[config.mk]
export PLATFORM = sky130hd
export DESIGN_NAME = ascii_operand_loader_flat
export DESIGN_NICKNAME = d
export VERILOG_FILES = /design/src/rtl/ascii_operand_loader_pkg.sv /design/src/rtl/ascii_operand_loader_if.sv /design/src/rtl/ascii_operand_loader_digit_pair_acc.sv /design/src/rtl/ascii_operand_loader.sv /design/src/flat_wrapper.sv
export SDC_FILE = /design/constraint.sdc
export NUM_CORES = 1
export LEC_CHECK = 0
export ABC_AREA = 1
export BUFFER_PORTS_ARGS = -buffer_cell sky130_fd_sc_hd__buf_2
export CELL_PAD_IN_SITES_DETAIL_PLACEMENT = 2
export CELL_PAD_IN_SITES_GLOBAL_PLACEMENT = 2
export CORE_ASPECT_RATIO = 0.75
export CORE_MARGIN = 2
export CORE_UTILIZATION = 25
export DETAILED_ROUTE_END_ITERATION = 12
export GPL_TIMING_DRIVEN = 0
export PLACE_DENSITY = 0.72
export SYNTH_ARGS = -nofsm -noshare
export SYNTH_HDL_FRONTEND = slang
export SYNTH_SLANG_ARGS = --single-unit
[constraint.sdc]
create_clock -name clk -period 2.6 [get_ports clk]
set_input_delay 0.52 -clock clk [delete_from_list [all_inputs] [get_ports clk]]
set_output_delay 0.52 -clock clk [all_outputs]
set_load 0.02 [all_outputs]
[src/rtl/ascii_operand_loader_pkg.sv]
// Shared definitions for the ASCII operand loader: FSM state codes,
// ASCII character constants and character-class helpers.
package loader_pkg;

  localparam logic [3:0] X_TENS  = 4'd0;
  localparam logic [3:0] X_ONES  = 4'd1;
  localparam logic [3:0] X_TERM  = 4'd2;
  localparam logic [3:0] Y_TENS  = 4'd3;
  localparam logic [3:0] Y_ONES  = 4'd4;
  localparam logic [3:0] Y_TERM  = 4'd5;
  localparam logic [3:0] OP      = 4'd6;
  localparam logic [3:0] OP_TERM = 4'd7;
  localparam logic [3:0] HOLD    = 4'd8;

  localparam logic [7:0] CH_0     = 8'h30;
  localparam logic [7:0] CH_9     = 8'h39;
  localparam logic [7:0] CH_LF    = 8'h0A;
  localparam logic [7:0] CH_CR    = 8'h0D;
  localparam logic [7:0] CH_SP    = 8'h20;
  localparam logic [7:0] CH_PLUS  = 8'h2B;
  localparam logic [7:0] CH_MINUS = 8'h2D;

  function automatic logic is_digit(input logic [7:0] c);
    return (c >= CH_0) && (c <= CH_9);
  endfunction

  function automatic logic is_term(input logic [7:0] c);
    return (c == CH_LF) || (c == CH_CR) || (c == CH_SP);
  endfunction

  function automatic logic is_op(input logic [7:0] c);
    return (c == CH_PLUS) || (c == CH_MINUS);
  endfunction

endpackage

[src/rtl/ascii_operand_loader_if.sv]
// Character-stream input and operand-set output handshakes of the loader.
// master = stream source / operand sink, slave = the loader itself.
interface ascii_operand_loader_if #(
  parameter int DW = 5,
  parameter int CW = 8
);

  logic [CW-1:0] ch_data;
  logic          ch_valid;
  logic          ch_ready;
  logic [DW-1:0] x_out;
  logic [DW-1:0] y_out;
  logic          sub_out;
  logic          op_valid;
  logic          op_ready;

  modport master (
    output ch_data, ch_valid, op_ready,
    input  ch_ready, x_out, y_out, sub_out, op_valid
  );

  modport slave (
    input  ch_data, ch_valid, op_ready,
    output ch_ready, x_out, y_out, sub_out, op_valid
  );

endinterface

[src/rtl/ascii_operand_loader_digit_pair_acc.sv]
// Converts a tens/ones ASCII digit pair to a 7-bit value (0..99) and flags
// whether both are digits and whether the value fits in DW bits.
module digit_pair_acc
  import loader_pkg::*;
#(
  parameter int DW = 5
) (
  input  logic [7:0] i_tens_ch,
  input  logic [7:0] i_ones_ch,
  output logic [6:0] o_value,
  output logic       o_is_digit,
  output logic       o_in_range
);

  localparam logic [6:0] MAX_VAL = 7'((1 << DW) - 1);

  // Low nibble of '0'..'9' is the digit value itself.
  assign o_value    = 7'(i_tens_ch[3:0]) * 7'd10 + 7'(i_ones_ch[3:0]);
  assign o_is_digit = is_digit(i_tens_ch) && is_digit(i_ones_ch);
  assign o_in_range = o_is_digit && (o_value <= MAX_VAL);

endmodule

[src/rtl/ascii_operand_loader.sv]
// Parses "DD T DD T P T" ASCII commands into X/Y operands and an add/sub flag.
// Optional error counter enabled with LOADER_ERRCNT_EN.
module ascii_operand_loader
  import loader_pkg::*;
#(
  parameter int DW = 5,
  parameter int CW = 8
) (
  input  logic                          clk,
  input  logic                          rst,
  ascii_operand_loader_if.slave         bus,
`ifdef LOADER_ERRCNT_EN
  output logic [7:0]                    err_cnt,
  input  logic                          err_clr,
`endif
  output logic                          err
);

  logic [3:0]    r_state;
  logic [3:0]    w_state_nxt;
  logic [7:0]    r_tens_ch;
  logic [DW-1:0] r_x_stg;
  logic [DW-1:0] r_y_stg;
  logic          r_sub_stg;
  logic [DW-1:0] r_x_out;
  logic [DW-1:0] r_y_out;
  logic          r_sub_out;
  logic          r_err;

  logic [CW-1:0] w_ch_raw;
  logic [7:0]    w_ch;
  logic          w_ready;
  logic          w_accept;
  logic          w_bad;
  logic [6:0]    w_val;
  logic          w_pair_digit;
  logic          w_pair_ok;

  assign w_ch_raw = bus.ch_data;
  assign w_ch     = w_ch_raw[7:0];
  assign w_ready  = (r_state != HOLD);
  assign w_accept = bus.ch_valid && w_ready;

  digit_pair_acc #(.DW(DW)) u_pair (
    .i_tens_ch  (r_tens_ch),
    .i_ones_ch  (w_ch),
    .o_value    (w_val),
    .o_is_digit (w_pair_digit),
    .o_in_range (w_pair_ok)
  );

  always_comb begin
    w_state_nxt = r_state;
    w_bad       = 1'b0;
    if (w_accept) begin
      case (r_state)
        X_TENS: begin
          if (is_digit(w_ch))     w_state_nxt = X_ONES;
          else if (!is_term(w_ch)) w_bad = 1'b1;
        end
        X_ONES:  if (w_pair_digit && w_pair_ok) w_state_nxt = X_TERM;  else w_bad = 1'b1;
        X_TERM:  if (is_term(w_ch))             w_state_nxt = Y_TENS;  else w_bad = 1'b1;
        Y_TENS:  if (is_digit(w_ch))            w_state_nxt = Y_ONES;  else w_bad = 1'b1;
        Y_ONES:  if (w_pair_digit && w_pair_ok) w_state_nxt = Y_TERM;  else w_bad = 1'b1;
        Y_TERM:  if (is_term(w_ch))             w_state_nxt = OP;      else w_bad = 1'b1;
        OP:      if (is_op(w_ch))               w_state_nxt = OP_TERM; else w_bad = 1'b1;
        OP_TERM: if (is_term(w_ch))             w_state_nxt = HOLD;    else w_bad = 1'b1;
        default: w_state_nxt = X_TENS;
      endcase
    end
    if (w_bad) w_state_nxt = X_TENS;
    if ((r_state == HOLD) && bus.op_ready) w_state_nxt = X_TENS;
  end

  // Partial results live in staging registers so a malformed command never
  // disturbs the last completed operand set.
  always_ff @(posedge clk or posedge rst) begin
    if (rst) begin
      r_state   <= X_TENS;
      r_tens_ch <= '0;
      r_x_stg   <= '0;
      r_y_stg   <= '0;
      r_sub_stg <= 1'b0;
      r_x_out   <= '0;
      r_y_out   <= '0;
      r_sub_out <= 1'b0;
      r_err     <= 1'b0;
    end else begin
      r_state <= w_state_nxt;
      r_err   <= w_bad;
      if (w_accept && !w_bad) begin
        case (r_state)
          X_TENS, Y_TENS: if (is_digit(w_ch)) r_tens_ch <= w_ch;
          X_ONES:  r_x_stg   <= DW'(w_val);
          Y_ONES:  r_y_stg   <= DW'(w_val);
          OP:      r_sub_stg <= (w_ch == CH_MINUS);
          OP_TERM: begin
            r_x_out   <= r_x_stg;
            r_y_out   <= r_y_stg;
            r_sub_out <= r_sub_stg;
          end
          default: ;
        endcase
      end
    end
  end

  assign bus.ch_ready = w_ready;
  assign bus.op_valid = (r_state == HOLD);
  assign bus.x_out    = r_x_out;
  assign bus.y_out    = r_y_out;
  assign bus.sub_out  = r_sub_out;
  assign err          = r_err;

`ifdef LOADER_ERRCNT_EN
  logic [7:0] r_err_cnt;

  // Clear wins over a coincident error pulse.
  always_ff @(posedge clk or posedge rst) begin
    if (rst)                               r_err_cnt <= '0;
    else if (err_clr)                      r_err_cnt <= '0;
    else if (r_err && (r_err_cnt != '1))   r_err_cnt <= r_err_cnt + 8'd1;
  end

  assign err_cnt = r_err_cnt;
`endif

endmodule

[src/flat_wrapper.sv]
// flat-port wrapper written by rule: the top's interface ports become plain ports
module ascii_operand_loader_flat import loader_pkg::*;
#(
  parameter int DW = 5,
  parameter int CW = 8
)
  (clk, rst, err, bus_ch_data, bus_ch_valid, bus_op_ready, bus_ch_ready, bus_x_out, bus_y_out, bus_sub_out, bus_op_valid);
  ascii_operand_loader_if #(.DW(DW), .CW(CW)) bus_i ();
  input  logic clk;
  input  logic rst;
  output logic err;
  input wire logic [$bits(bus_i.ch_data)-1:0] bus_ch_data;
  input wire logic [$bits(bus_i.ch_valid)-1:0] bus_ch_valid;
  input wire logic [$bits(bus_i.op_ready)-1:0] bus_op_ready;
  output wire logic [$bits(bus_i.ch_ready)-1:0] bus_ch_ready;
  output wire logic [$bits(bus_i.x_out)-1:0] bus_x_out;
  output wire logic [$bits(bus_i.y_out)-1:0] bus_y_out;
  output wire logic [$bits(bus_i.sub_out)-1:0] bus_sub_out;
  output wire logic [$bits(bus_i.op_valid)-1:0] bus_op_valid;
  assign bus_i.ch_data = bus_ch_data;
  assign bus_i.ch_valid = bus_ch_valid;
  assign bus_i.op_ready = bus_op_ready;
  assign bus_ch_ready = bus_i.ch_ready;
  assign bus_x_out = bus_i.x_out;
  assign bus_y_out = bus_i.y_out;
  assign bus_sub_out = bus_i.sub_out;
  assign bus_op_valid = bus_i.op_valid;
  ascii_operand_loader #(.DW(DW), .CW(CW)) u_core (.clk(clk), .rst(rst), .bus(bus_i), .err(err));
endmodule
==> results_dict.tcl, run 1 <==
set metrics [dict create \
    fp.coreArea_um2 9084 \
    gp_congestion 0.7864 \
    final_core_util_pct 34.23 \
    netlist.area_leader.share_pct 37.21 \
    yosysTopAreaCell "dfrtp_1" \
    nFillCells 1060 \
    path_clk_slew_ns 0.06 \
    drv_cap 0 \
    cp-startpoint "u_core.r_tens_ch[1]" \
    synth_area_per_cell_um2 7.617 \
    cts_tree "yes" \
    wl_um 7282 \
    synth_cells 309 \
    drt_iter0_markers 53 \
    via_per_inst 4.627 \
    grt_util_all_layers_pct 15.43 \
    endpoint_kind "flip-flop" \
    path_max_fanout 8 \
    worstReg2RegStart "u_core.r_tens_ch[1]" \
    grt_pass1_vias 2393 \
    rsz0062_at_grt "true" \
    critical_path_required_ns 2.77 \
    arrival_ns 2.75 \
    synth_edf_count 0 \
    worstPathCellList "ha_4, ha_4, inv_2, fa_2, nor2_4, nand3b_1, nand3_1, nand2_1, nand2_2, nand2_8, nand4_4, buf_6, nand2_1, nand2_1" \
    slowest_stage "fa_2" \
    final-setup-viol-count 0 \
    antenna_found_initial 0 \
    cts.htree.levels 2 \
    hpwl_um 5341 \
    ys_ff_latch 35 \
    cts_buffers 5 \
    grt_max_degree 23 \
    regToRegSetupSlack_ns 0.02 \
    die_h_um 88.03 \
    initial_utilization_pct 25.91 \
    num_vias 2230 \
    drt_pass1_iterations 4 \
    drive_gt1_share_pct 32.20 \
    run_status "completed" \
    ys_top_cells_by_area "dfrtp_1 37%, nand2_1 16%, nand4_1 7.4%" \
    skew_ns 0.005144 \
    rows 30 \
    instances_no_fill 482 \
    ctsHoldBuffers 0 \
    drc 0 \
    area_growth_pct 32.11 \
    ios 26 \
    final_net_count 374 \
    max_stage_delay_ns 0.59 \
    yosysSeqAreaShare_pct 37.21 \
    worst_slew_pin_slew_ns 0.6015 \
    slew_headroom_pct 59.85 \
    fin_setup_tns_ns 0 \
    antenna_left 0 \
    synth_cell_types 33 \
    hold_violations 0 \
    cts_buffer_depth 2 \
    crit_end "u_core.bus.x_out[4]" \
    ir_worst_vdd_mv 0.2135 \
    start_kind "flip-flop" \
    syn_nets 330 \
    dieArea_um2 10210 \
    crit_type "reg -> reg" \
    min_path_type "in -> async" \
    grt_pass1_wl_um 12110 \
    min_period_ns 2.580 \
    cts_sinks 35 \
    clk_latency_ns 0.28 \
    wire_per_inst_um 15.11 \
    rr_endpoint "u_core.bus.x_out[4]" \
    ys.flop_type "dfrtp_1" \
    fp.dieW_um 116.0 \
    min_period_over_period_pct 99.24 \
    dp_cells 463 \
    num_antenna_cells 0 \
    multi_input_area_um2 1425 \
    grt-ovfl-total 0 \
    synth.most_common_cell "nand2_1" \
    reg2reg_depth 14 \
    p_leak_nw 1.594 \
    p_per_area_nw_per_um2 518.8 \
    crit_top_cell "nand2_1" \
    cts-root-buf "clkbuf_16" \
    fmax_mhz 387.5 \
    drv_slew 0 \
    syn_area_um2 2354 \
    final-seq-area_um2 879.6 \
    synthArstFlopShare_pct 100.0 \
    portBuffers 25 \
    ys_warn_count 0 \
    ys_top_cells_by_count "103 x nand2_1, 35 x dfrtp_1, 30 x inv_1" \
]
==> metal layers <==
metal  track usage [%]  wire length, µm  share of wire, %  up-vias
li1                  -                -                 -     1084
met1             20.41             3456                47     1119
met2             26.42             3573                49       21
met3             3.391              201               2.8        6
met4             2.597               50              0.69        0
met5                 0                0                 0        -
==> worst min-delay path by stage <==
stage               depth (start not counted)  slack (ns)                start                  end
floorplan                                   2        0.43  u_core.r_tens_ch[4]  u_core.r_tens_ch[4]
global placement                            2        0.45  u_core.r_tens_ch[5]  u_core.r_tens_ch[5]
detailed placement                          2        0.46  u_core.bus.x_out[3]  u_core.bus.x_out[3]
CTS                                         2        0.32                  rst  u_core.bus.x_out[2]
global route                                2        0.35                  rst  u_core.bus.x_out[2]
finish                                      2        0.30                  rst  u_core.bus.x_out[2]
==> sequential cells by signal, indices dropped and copies added (netlist names) <==
name,count
u_core.bus.y_out,5
u_core.r_tens_ch,8
u_core.r_state,4
u_core.bus.sub_out,1
u_core.bus.x_out,5
u_core.r_y_stg,5
u_core.r_x_stg,5
u_core.err,1
u_core.r_sub_stg,1
==> cell usage in the layout, fill, tap and decap left out, drive strengths merged <==
cell      n
xor2      3
nor3      4
clkinv    1
a21boi    1
nand2   112
o21a      1
nand3b    1
ha        7
clkbuf    7
nor2     36
or2       1
buf      43
a21oi     2
bufinv    2
fa        2
dfrtp    35
nand3    21
o21ai     4
inv      38
nand4    32
xnor2     1
==> report_power, final <==
part           total [mW]  switching (mW)  internal (mW)
sequential          0.575          0.0142          0.561
combinational       0.267           0.169         0.0983
clock               0.771           0.222          0.549
==> kinds of logic after synthesis <==
| group | after synthesis | share of synthesized area [%] |
|---|---|---|
| simple gates | 207 | 44.60 |
| fa+ha+maj | 9 | 5.423 |
| compound gates | 8 | 2.552 |
| flops | 35 | 37.21 |
| xor+xnor | 4 | 1.489 |
| buf+inv | 46 | 8.719 |
==> through the flow <==
step | area (µm²) | total power [mW] | worst slack, ns | hold slack [ns]
2_1_floorplan | 2354 | 0.7322 | 0.1100 | 0.4344
4_1_cts | 2967 | 1.607 | 0.01306 | 0.3234
3_5_place_dp | 2666 | 0.8057 | -0.2831 | 0.4559
5_1_grt | 3109 | 1.684 | -0.1399 | 0.3548
6_report | 3109 | 1.613 | 0.01967 | 0.3019
3_3_place_gp | 2639 | 0.7910 | -0.2330 | 0.4484
==> worst max-delay path, delay by kind of cell, from the launching register on <==
kind / cells / cell delay, ns
flip-flops: 1 / 0.43
AND/OR/NAND/NOR: 9 / 0.82
buffers and inverters: 2 / 0.22
adder cells (fa/ha/maj): 3 / 0.99
==> final cells by class <==
| cell class | instances | area share (%) |
|---|---|---|
| clock inverter | 2 | 1.932 |
| buffer | 7 | 1.771 |
| timing repair buffer | 37 | 8.048 |
| inverter | 39 | 4.829 |
| multi-input combinational | 228 | 45.84 |
| tap | 128 | 5.151 |
| sequential | 35 | 28.29 |
| clock buffer | 6 | 4.145 |
==> repair_timing <==
item,CTS,global route
setup buffers,5,3
cloned,3,0
endpoints found under the setup margin,35,33
pin swaps,5,15
gates resized for setup,14,28
Note: power is estimated with default switching activity, not from simulation.
==> run 2: changes to the inputs <==
Settings changed: PLACE_DENSITY 0.72 to 0.69, SLEW_MARGIN from default to 20.
Clock period 2.6 ns to 2.9 ns, I/O delays scaled along.
==> results_dict.tcl, run 2 (synthesis results as in run 1) <==
set metrics [dict create \
    run_status "completed" \
    cts.htree.levels 2 \
    drt_iter0_markers 41 \
    antenna_left 0 \
    dieArea_um2 10210 \
    min_path_type "in -> async" \
    endpoint_kind "flip-flop" \
    grt_util_all_layers_pct 15.03 \
    final_common_cell "nand2_1" \
    drv_cap 0 \
    min_period_ns 2.674 \
    cp-startpoint "u_core.r_tens_ch[1]" \
    wire_per_inst_um 14.13 \
    die_h_um 88.03 \
    cp_num_buf_inv 2 \
    grt_max_degree 20 \
    crit_end "u_core.bus.x_out[4]" \
    final-setup-viol-count 0 \
    ios 26 \
    drv_slew 0 \
    fp.dieW_um 116.0 \
    clk_latency_ns 0.29 \
    fmax_mhz 373.9 \
    path_max_fanout 10 \
    final_net_count 371 \
    fin_total_pwr_mw 1.436 \
    drive_gt1_share_pct 25.93 \
    cts_buffers 5 \
    ctsHoldBuffers 0 \
    cts_tree "yes" \
    top_register "u_core.r_tens_ch" \
    cts_sinks 35 \
    max_stage_delay_ns 0.48 \
    drt_pass1_iterations 4 \
    drc 0 \
    rows 30 \
    largest_register_ffs 8 \
    crit_family "adder cells" \
    grt-ovfl-total 0 \
    antenna_found_initial 0 \
    gp_congestion 0.7693 \
    placed_area_um2 2666 \
    min_period_over_period_pct 92.22 \
    skew_ns 0.007358 \
    reg2reg_depth 14 \
    regToRegSetupSlack_ns 0.23 \
    slew_headroom_pct 68.01 \
    whs_ns 0.2969 \
    via_per_inst 4.541 \
    num_vias 2175 \
    worstReg2RegStart "u_core.r_tens_ch[1]" \
    worst_slew_pin_slew_ns 0.4799 \
    cts-root-buf "clkbuf_16" \
    grt_pass1_vias 2371 \
    path_clk_slew_ns 0.06 \
    num_antenna_cells 0 \
    hold_violations 0 \
    initial_utilization_pct 25.91 \
    ir_worst_vdd_mv 0.2123 \
    p_per_area_nw_per_um2 489.0 \
    p_leak_nw 1.565 \
    portBuffers 25 \
    cp_num_cells 14 \
    fin_area_um2 2937 \
    crit_type "reg -> reg" \
    final_core_util_pct 32.33 \
    arrival_ns 2.90 \
    wl_um 6769 \
    grt_pass1_wl_um 11770 \
    slowest_stage "fa_2" \
    fp.coreArea_um2 9084 \
    rr_endpoint "u_core.bus.x_out[4]" \
    critical_path_required_ns 3.12 \
    worstPathCellList "ha_1, ha_1, inv_1, fa_2, nor2_4, nand3b_1, nand3_1, nand2_1, nor2_2, nor2_2, nor2_4, buf_6, nand4_1, nand2_1" \
    cts_buffer_depth 2 \
    hpwl_um 5273 \
    final_cell_mix "103 x nand2_1, 33 x dfrtp_1, 29 x inv_1" \
    area_growth_pct 24.77 \
    start_kind "flip-flop" \
]
-- run 2: cell types whose count changed in the layout (fill, tap and decap cells not counted), sizes merged --
cell  change
buf       -3
-- run 2: layout make-up --
type / instances / area [µm²]
multi-input combinational: 228 / 1291
sequential: 35 / 878.3
clock buffer: 6 / 128.9
inverter: 39 / 150.1
tap: 128 / 160.2
timing repair buffer: 34 / 212.7
clock inverter: 2 / 60.06
buffer: 7 / 55.05
fill: 1100 / 6147
-- run 2: per-stage QoR --
| stage | instances | TNS [ns] | setup WS [ns] |
|---|---|---|---|
| after global routing | 479 | -0.008764 | -0.008764 |
| after floorplan | 309 | 0 | 0.4100 |
| after CTS | 471 | 0 | 0.01943 |
| final | 479 | 0 | 0.2256 |
| after detailed placement | 463 | -0.01791 | -0.01791 |
| after global placement | 462 | 0 | 0.06252 |
-- run 2: how the worst min path moves through the flow --
stage	end	slack [ns]	cells after the start
finish	u_core.bus.x_out[0]	0.30	2
global route	u_core.r_tens_ch[4]	0.33	2
CTS	u_core.bus.x_out[0]	0.31	2
detailed placement	u_core.r_tens_ch[5]	0.46	2
global placement	u_core.r_tens_ch[5]	0.45	2
floorplan	u_core.r_tens_ch[4]	0.43	2
-- run 2: per-layer routing --
metal / GRT usage [%] / up-vias / share of wire, %
li1: - / 1072 / -
met4: 4.221 / 0 / 1.1
met1: 19.31 / 1077 / 49
met2: 25.62 / 19 / 48
met5: 0 / - / 0
met3: 3.322 / 7 / 2.3
-- run 2: where the power goes --
part	internal, mW	total, mW	switching [mW]
Clock	0.493	0.708	0.215
Combinational	0.0777	0.214	0.136
Sequential	0.502	0.515	0.0124
-- run 2: what timing repair did --
action	in CTS	in global routing
buffers inserted	0	8
resized for setup	2	4
cloned	0	0
pin swaps	0	3
endpoints found under the setup margin	1	32
